===== config.mk =====
export PLATFORM = sky130hd
export DESIGN_NAME = data_mem_arbiter
export DESIGN_NICKNAME = d
export VERILOG_FILES = /design/src/rtl/data_mem_arbiter.sv
export SDC_FILE = /design/constraint.sdc
export NUM_CORES = 1
export LEC_CHECK = 0
export CORE_MARGIN = 8
export CORE_UTILIZATION = 41
export CTS_BUF_LIST = sky130_fd_sc_hd__clkbuf_16
export CTS_CLUSTER_SIZE = 40
export DETAILED_ROUTE_END_ITERATION = 8
export MAX_ROUTING_LAYER = met4
export PLACE_DENSITY = 0.94
export SYNTH_ARGS = -nofsm -noshare
export SYNTH_HDL_FRONTEND = slang
export SYNTH_SLANG_ARGS = --single-unit
export TNS_END_PERCENT = 20

===== constraint.sdc =====
create_clock -name clk -period 5.6 [get_ports clk]
set_clock_uncertainty 0.05 [all_clocks]
set_input_delay 0.84 -clock clk [delete_from_list [all_inputs] [get_ports clk]]
set_output_delay 0.84 -clock clk [all_outputs]
set_load 0.05 [all_outputs]

===== src/rtl/data_mem_arbiter.sv =====
// data_mem_arbiter: shares one single-port data memory between the CPU (port 0) and a loader (port 1).
// Define ARB_ROUND_ROBIN_EN for round-robin on simultaneous requests; default is fixed port-0 priority.
module data_mem_arbiter #(
    parameter int DATA_WIDTH = 32,
    parameter int ADDR_WIDTH = 32,
    parameter int MEM_LAT    = 1
) (
    input  logic                  clk,
    input  logic                  rst,
    input  logic                  p0_req,
    input  logic                  p0_we,
    input  logic [ADDR_WIDTH-1:0] p0_addr,
    input  logic [DATA_WIDTH-1:0] p0_wd,
    input  logic [1:0]            p0_bsel,
    output logic                  p0_gnt,
    output logic                  p0_done,
    output logic [DATA_WIDTH-1:0] p0_rd,
    input  logic                  p1_req,
    input  logic                  p1_we,
    input  logic [ADDR_WIDTH-1:0] p1_addr,
    input  logic [DATA_WIDTH-1:0] p1_wd,
    input  logic [1:0]            p1_bsel,
    output logic                  p1_gnt,
    output logic                  p1_done,
    output logic [DATA_WIDTH-1:0] p1_rd,
    output logic                  mem_en,
    output logic                  mem_we,
    output logic [ADDR_WIDTH-1:0] mem_addr,
    output logic [DATA_WIDTH-1:0] mem_wd,
    output logic [1:0]            mem_bsel,
    input  logic [DATA_WIDTH-1:0] mem_rd,
    output logic                  busy
);

    if (MEM_LAT < 1 || MEM_LAT > 15) begin : g_lat_check
        $error("data_mem_arbiter: MEM_LAT must be within 1..15");
    end

    typedef enum logic [1:0] {IDLE, ISSUE, WAIT, RESP} state_t;

    localparam logic [3:0] LAT_LOAD = 4'(MEM_LAT - 1);

    state_t                state_reg, state_next;
    logic [3:0]            cnt_reg, cnt_next;
    logic                  winner_reg;
    logic                  we_reg;
    logic [ADDR_WIDTH-1:0] addr_reg;
    logic [DATA_WIDTH-1:0] wd_reg;
    logic [1:0]            bsel_reg;

    logic [1:0]            req_vec;
    logic [1:0]            gnt_vec;
    logic [1:0]            done_vec;
    logic                  pick;
    logic                  capture;
    logic [DATA_WIDTH-1:0] rd_bus [2];

    assign req_vec = {p1_req, p0_req};

`ifdef ARB_ROUND_ROBIN_EN
    logic last_grant_reg;

    // On a tie the port that did not win last time goes first.
    assign pick = (p0_req && p1_req) ? ~last_grant_reg : p1_req;

    always_ff @(posedge clk or posedge rst) begin
        if (rst) begin
            last_grant_reg <= 1'b1;
        end else if (|gnt_vec) begin
            last_grant_reg <= pick;
        end
    end
`else
    assign pick = ~p0_req;
`endif

    always_comb begin
        state_next = state_reg;
        cnt_next   = cnt_reg;
        gnt_vec    = 2'b00;
        capture    = 1'b0;
        case (state_reg)
            IDLE: begin
                // Grant is combinational, so it must be masked while reset is held.
                if (|req_vec && !rst) begin
                    gnt_vec[pick] = 1'b1;
                    state_next    = ISSUE;
                end
            end
            ISSUE: begin
                cnt_next   = LAT_LOAD;
                state_next = WAIT;
            end
            WAIT: begin
                if (cnt_reg == 4'd0) begin
                    capture    = 1'b1;
                    state_next = RESP;
                end else begin
                    cnt_next = cnt_reg - 4'd1;
                end
            end
            RESP: begin
                state_next = IDLE;
            end
            default: begin
                state_next = IDLE;
            end
        endcase
    end

    always_ff @(posedge clk or posedge rst) begin
        if (rst) begin
            state_reg  <= IDLE;
            cnt_reg    <= 4'd0;
            winner_reg <= 1'b0;
            we_reg     <= 1'b0;
            addr_reg   <= '0;
            wd_reg     <= '0;
            bsel_reg   <= 2'b00;
        end else begin
            state_reg <= state_next;
            cnt_reg   <= cnt_next;
            if (|gnt_vec) begin
                winner_reg <= pick;
                we_reg     <= pick ? p1_we   : p0_we;
                addr_reg   <= pick ? p1_addr : p0_addr;
                wd_reg     <= pick ? p1_wd   : p0_wd;
                bsel_reg   <= pick ? p1_bsel : p0_bsel;
            end
        end
    end

    // Each port owns its read register; only the winner's copy ever moves.
    genvar gi;
    for (gi = 0; gi < 2; gi++) begin : g_port
        logic [DATA_WIDTH-1:0] rd_reg;

        always_ff @(posedge clk or posedge rst) begin
            if (rst) begin
                rd_reg <= '0;
            end else if (capture && !we_reg && (winner_reg == 1'(gi))) begin
                rd_reg <= mem_rd;
            end
        end

        assign rd_bus[gi]   = rd_reg;
        assign done_vec[gi] = (state_reg == RESP) && (winner_reg == 1'(gi));
    end

    assign p0_gnt   = gnt_vec[0];
    assign p1_gnt   = gnt_vec[1];
    assign p0_done  = done_vec[0];
    assign p1_done  = done_vec[1];
    assign p0_rd    = rd_bus[0];
    assign p1_rd    = rd_bus[1];

    assign mem_en   = (state_reg == ISSUE);
    assign mem_we   = (state_reg == ISSUE) && we_reg;
    assign mem_addr = addr_reg;
    assign mem_wd   = wd_reg;
    assign mem_bsel = bsel_reg;
    assign busy     = (state_reg != IDLE);

endmodule

# Word-level counts from Yosys, hierarchy flattened
# Cells that the tools add are included.
[classes]
reduce_logical = 18
addsub = 1
magnitude_cmp = 2
n_mux = 15
n_bitwise = 2
n_eq_ne = 6
[op_table]
columns = ["op", "count"]
rows = [
  ["two-way mux 32 bit", 2],
  ["two-way mux 2 bit", 5],
  ["logical AND 1 bit", 8],
  ["one-hot mux 2 bit (4 select lines)", 1],
  ["one-hot mux 4 bit (2 select lines)", 1],
  ["!= test 2 bit (second input constant)", 3],
  ["equality test 2 bit (second input constant)", 2],
  ["logical NOT 4 bit", 1],
  ["two-way mux 1 bit", 4],
  ["two-way mux 4 bit", 1],
  ["AND reduction 2 bit", 2],
  ["nonzero test 2 bit", 2],
  ["OR reduction 2 bit", 2],
  ["subtractor 4 x 1 -> 4 bit (second input constant)", 1],
  ["equality test 2 x 1 -> 1 bit (second input constant)", 1],
  ["logical NOT 1 bit", 2],
  ["logical NOT 2 bit", 1],
  ["< comparator 1 x 2 -> 1 bit (second input constant)", 1],
  ["inverter 1 bit", 2],
  ["demux 1 bit (select 1 bit)", 1],
  ["greater-or-equal comparator 1 bit (second input constant)", 1],
]
[word_totals]
inputBits = 170
word_cells = 53
output_inout_bits = 137
ff_bits = 138

# Longest topological paths before layout
[depth]
ltp_word = 8
depth_mapped = 7
depth_no_buf = 5

# Worst setup path after synthesis
# No wires, ideal clock.
[synth_path]
path_type = "input to output"
startpoint = "in rst"
endpoint = "out p0_gnt"
setup_slack_ps = 253
arrival_ps = 4457
cell_stages = 2
path_buffers = 0
t_required_ps = 4710
cell_sequence = "inv_1 > and3_1"
[synth_between]
elab_chain_len = 4
[synth_rtl]
columns = ["item", "line_no", "text"]
rows = [
  ["start: declaration", "9", "input logic rst,"],
  ["logical NOT 1 bit (no line)", "--", ""],
  ["logical AND 1 bit", "85", "if (|req_vec && !rst) begin"],
  ["two-way mux 2 bit", "85", ""],
  ["two-way mux 2 bit", "82", "case (state_reg)"],
  ["end: declaration", "15", "output logic p0_gnt,"],
]
# No other way between the ends.

# Final worst setup path
# Ends and elaborated chain as after synthesis.

==> impl_metrics.json <==
{
  "yosysMostFrequentCell": "mux2_2",
  "crit_path_end_kind": "output port",
  "start_kind": "input port",
  "htreeDepth": 4,
  "intPower_w": 0.00356,
  "synth-edff-count": 0,
  "worst_pin_slew_ns": 1.07,
  "cts_buffers": 17,
  "dr.first_iter.drc_count": 107,
  "slew_viol_final": 0,
  "die_h_um": 139,
  "initial_utilization_pct": 41.3,
  "synth.avg_cell_area_um2": 15.1,
  "drc_errors": 0,
  "grt_first_pass_wirelength_mm": 29.2,
  "rsz0062_at_grt": "no",
  "nFillCells": 1018,
  "leakage_nw": 4.14,
  "maxCapViolations": 0,
  "ant_nets": 0,
  "grt_max_degree": 87,
  "cts_buffer_depth": 2,
  "synth_cells": 409,
  "synth_top_area_share_pct": 56.0,
  "setup_viol": 0,
  "cts_resized": 0,
  "drive_above_1_share_pct": 31.9,
  "p_sw_share_pct": 45.9,
  "grt_pass1_vias": 5188,
  "hp-class": "reg -> reg",
  "core_area_um2": 14900,
  "hpwl_mm": 14.8,
  "gp_congestion": 0.753,
  "dr.pass1.iters": 4,
  "multi_input_area_um2": 2560,
  "synth-seq-area-share_pct": 56.0,
  "synthTopCellsByArea": "dfrtp_1 56%, mux2_2 36%, ha_1 1.4%",
  "cts-root-buf": "clkbuf_16",
  "critPathKind": "in -> out",
  "cts_tree": "yes",
  "hold_buffers": 0,
  "fin_crit_sh_pct": 66.5,
  "die_w_um": 139,
  "finalPower_w": 0.00658,
  "async_reset_ff_share_pct": 100,
  "synth_cell_types": 33,
  "clockPowerShare_pct": 16.8,
  "cp.arrival_ns": 2.84,
  "vdd_ir_drop_max_mv": 0.471,
  "synth_ff_type": "dfrtp_1",
  "diodes": 0,
  "status": "completed",
  "rows": 45,
  "track_usage_pct": 20.1,
  "wl_per_cell_um": 20.7,
  "combPwrFrac_pct": 56.4,
  "yosysWarnings": 0,
  "cts.sinks": 138,
  "pwr-share-seq_pct": 26.8,
  "synthTopCellsByCount": "195 x mux2_2, 138 x dfrtp_1, 10 x buf_2, 9 x inv_1, 7 x ha_1",
  "fmax_mhz": 268,
  "worstPathMaxFanout": 54,
  "relSlewSlack_pct": 28.4,
  "path_clk_slew_ns": 0.06,
  "post_cts_buffers": 0,
  "num_vias": 4564,
  "io_buffer_count": 306,
  "hold_viol": 0,
  "p_sw_w": 0.00302,
  "antenna_found_initial": 0,
  "overflow": 0,
  "fin_crit_ns": 3.73,
  "clk-insertion-delay-late_ns": 0.41,
  "powerDensity_nw_per_um2": 660,
  "syn-num-nets": 586,
  "routed_wl_mm": 19.0,
  "synth_top_area_cell": "dfrtp_1",
  "timing.setup.tns_ns": 0,
  "ys_seq_elements": 138,
  "seq_area_um2": 3450,
  "vias_per_cell": 4.97,
  "die_area_um2": 19200,
  "critPathRequiredTime_ns": 4.71,
  "fin_util_pct": 66.8,
  "synthToLayoutAreaGrowth_pct": 61.7,
  "synth.cell_area_um2": 6160,
  "io_pins": 307,
  "fin_nets": 894
}
[power groups by stage]
stage	Combinational, W	Clock (W)	Sequential (W)
global placement	0.00366	0	0.00173
global route	0.00385	0.00118	0.00183
floorplan	0.000801	0	0.00335
CTS	0.00375	0.00113	0.00177
detailed placement	0.00373	0	0.00178
finish	0.00371	0.00111	0.00176
[path summary, 6_finish.rpt]
check                        startpoint            to  slack [ns]  cells past startpoint
hold reg to reg                p1_rd[2]      p1_rd[2]        0.45                      1
hold / removal                 p1_rd[2]      p1_rd[2]        0.45                      1
setup / recovery                    rst        p0_gnt        1.87                      4
max in group asynchronous           rst  state_reg[1]        3.09                      3
setup reg to reg           state_reg[0]    mem_wd[22]        3.15                      6
min in group asynchronous           rst  mem_addr[21]        0.93                      2
[worst max-delay path, stage by stage]
cell	delay [ns]
clkdlybuf4s50_1	0.56
inv_6	0.42
and3_1	0.22
clkdlybuf4s50_1	0.80
[layout make-up]
type | instances | area share, %
clock inverters | 15 | 1.59
clock buffers | 17 | 4.27
well taps | 188 | 2.36
multi-input cells | 240 | 25.7
repair buffers | 311 | 31.1
flip-flops and latches | 138 | 34.7
inverters | 9 | 0.389
[layout by cell type (no fill, tap or decap), drive strengths merged, types with 2 or more instances in the layout]
cell	instances
ha	7
inv	12
mux2i	4
nand2	3
a21oi	3
o21bai	2
nor2	5
buf	6
clkbuf	17
dfrtp	138
nor3	3
bufinv	3
nand3b	2
clkinv	8
clkdlybuf4s50	305
mux2	197
[layer usage]
layer  track usage (%)  wire length (µm)  vias to the layer above
met1              20.9              7070                     2262
met5                 -                 0                        -
met3              7.26              1550                       26
li1                  -                 -                     2077
met4              6.86               439                        0
met2              34.7              9980                      199
[cell families after synthesis]
group,count (synthesis),synth area share [%]
fa+ha+maj,7,1.42
flops,138,56.0
mux,201,36.6
simple gates,22,2.23
compound gates,10,1.08
buf+inv,31,2.58
[through the flow]
stage / setup WS, ns / instance area [µm²] / cells / hold WS (ns)
floorplan: 0.253 / 6160 / 409 / 0.466
global placement: 1.83 / 9380 / 886 / 0.424
detailed placement: 1.81 / 9380 / 886 / 0.432
CTS: 1.80 / 9960 / 918 / 0.445
global route: 1.72 / 9960 / 918 / 0.456
finish: 1.87 / 9960 / 918 / 0.446
No activity file was read; power rests on OpenSTA's default activity.
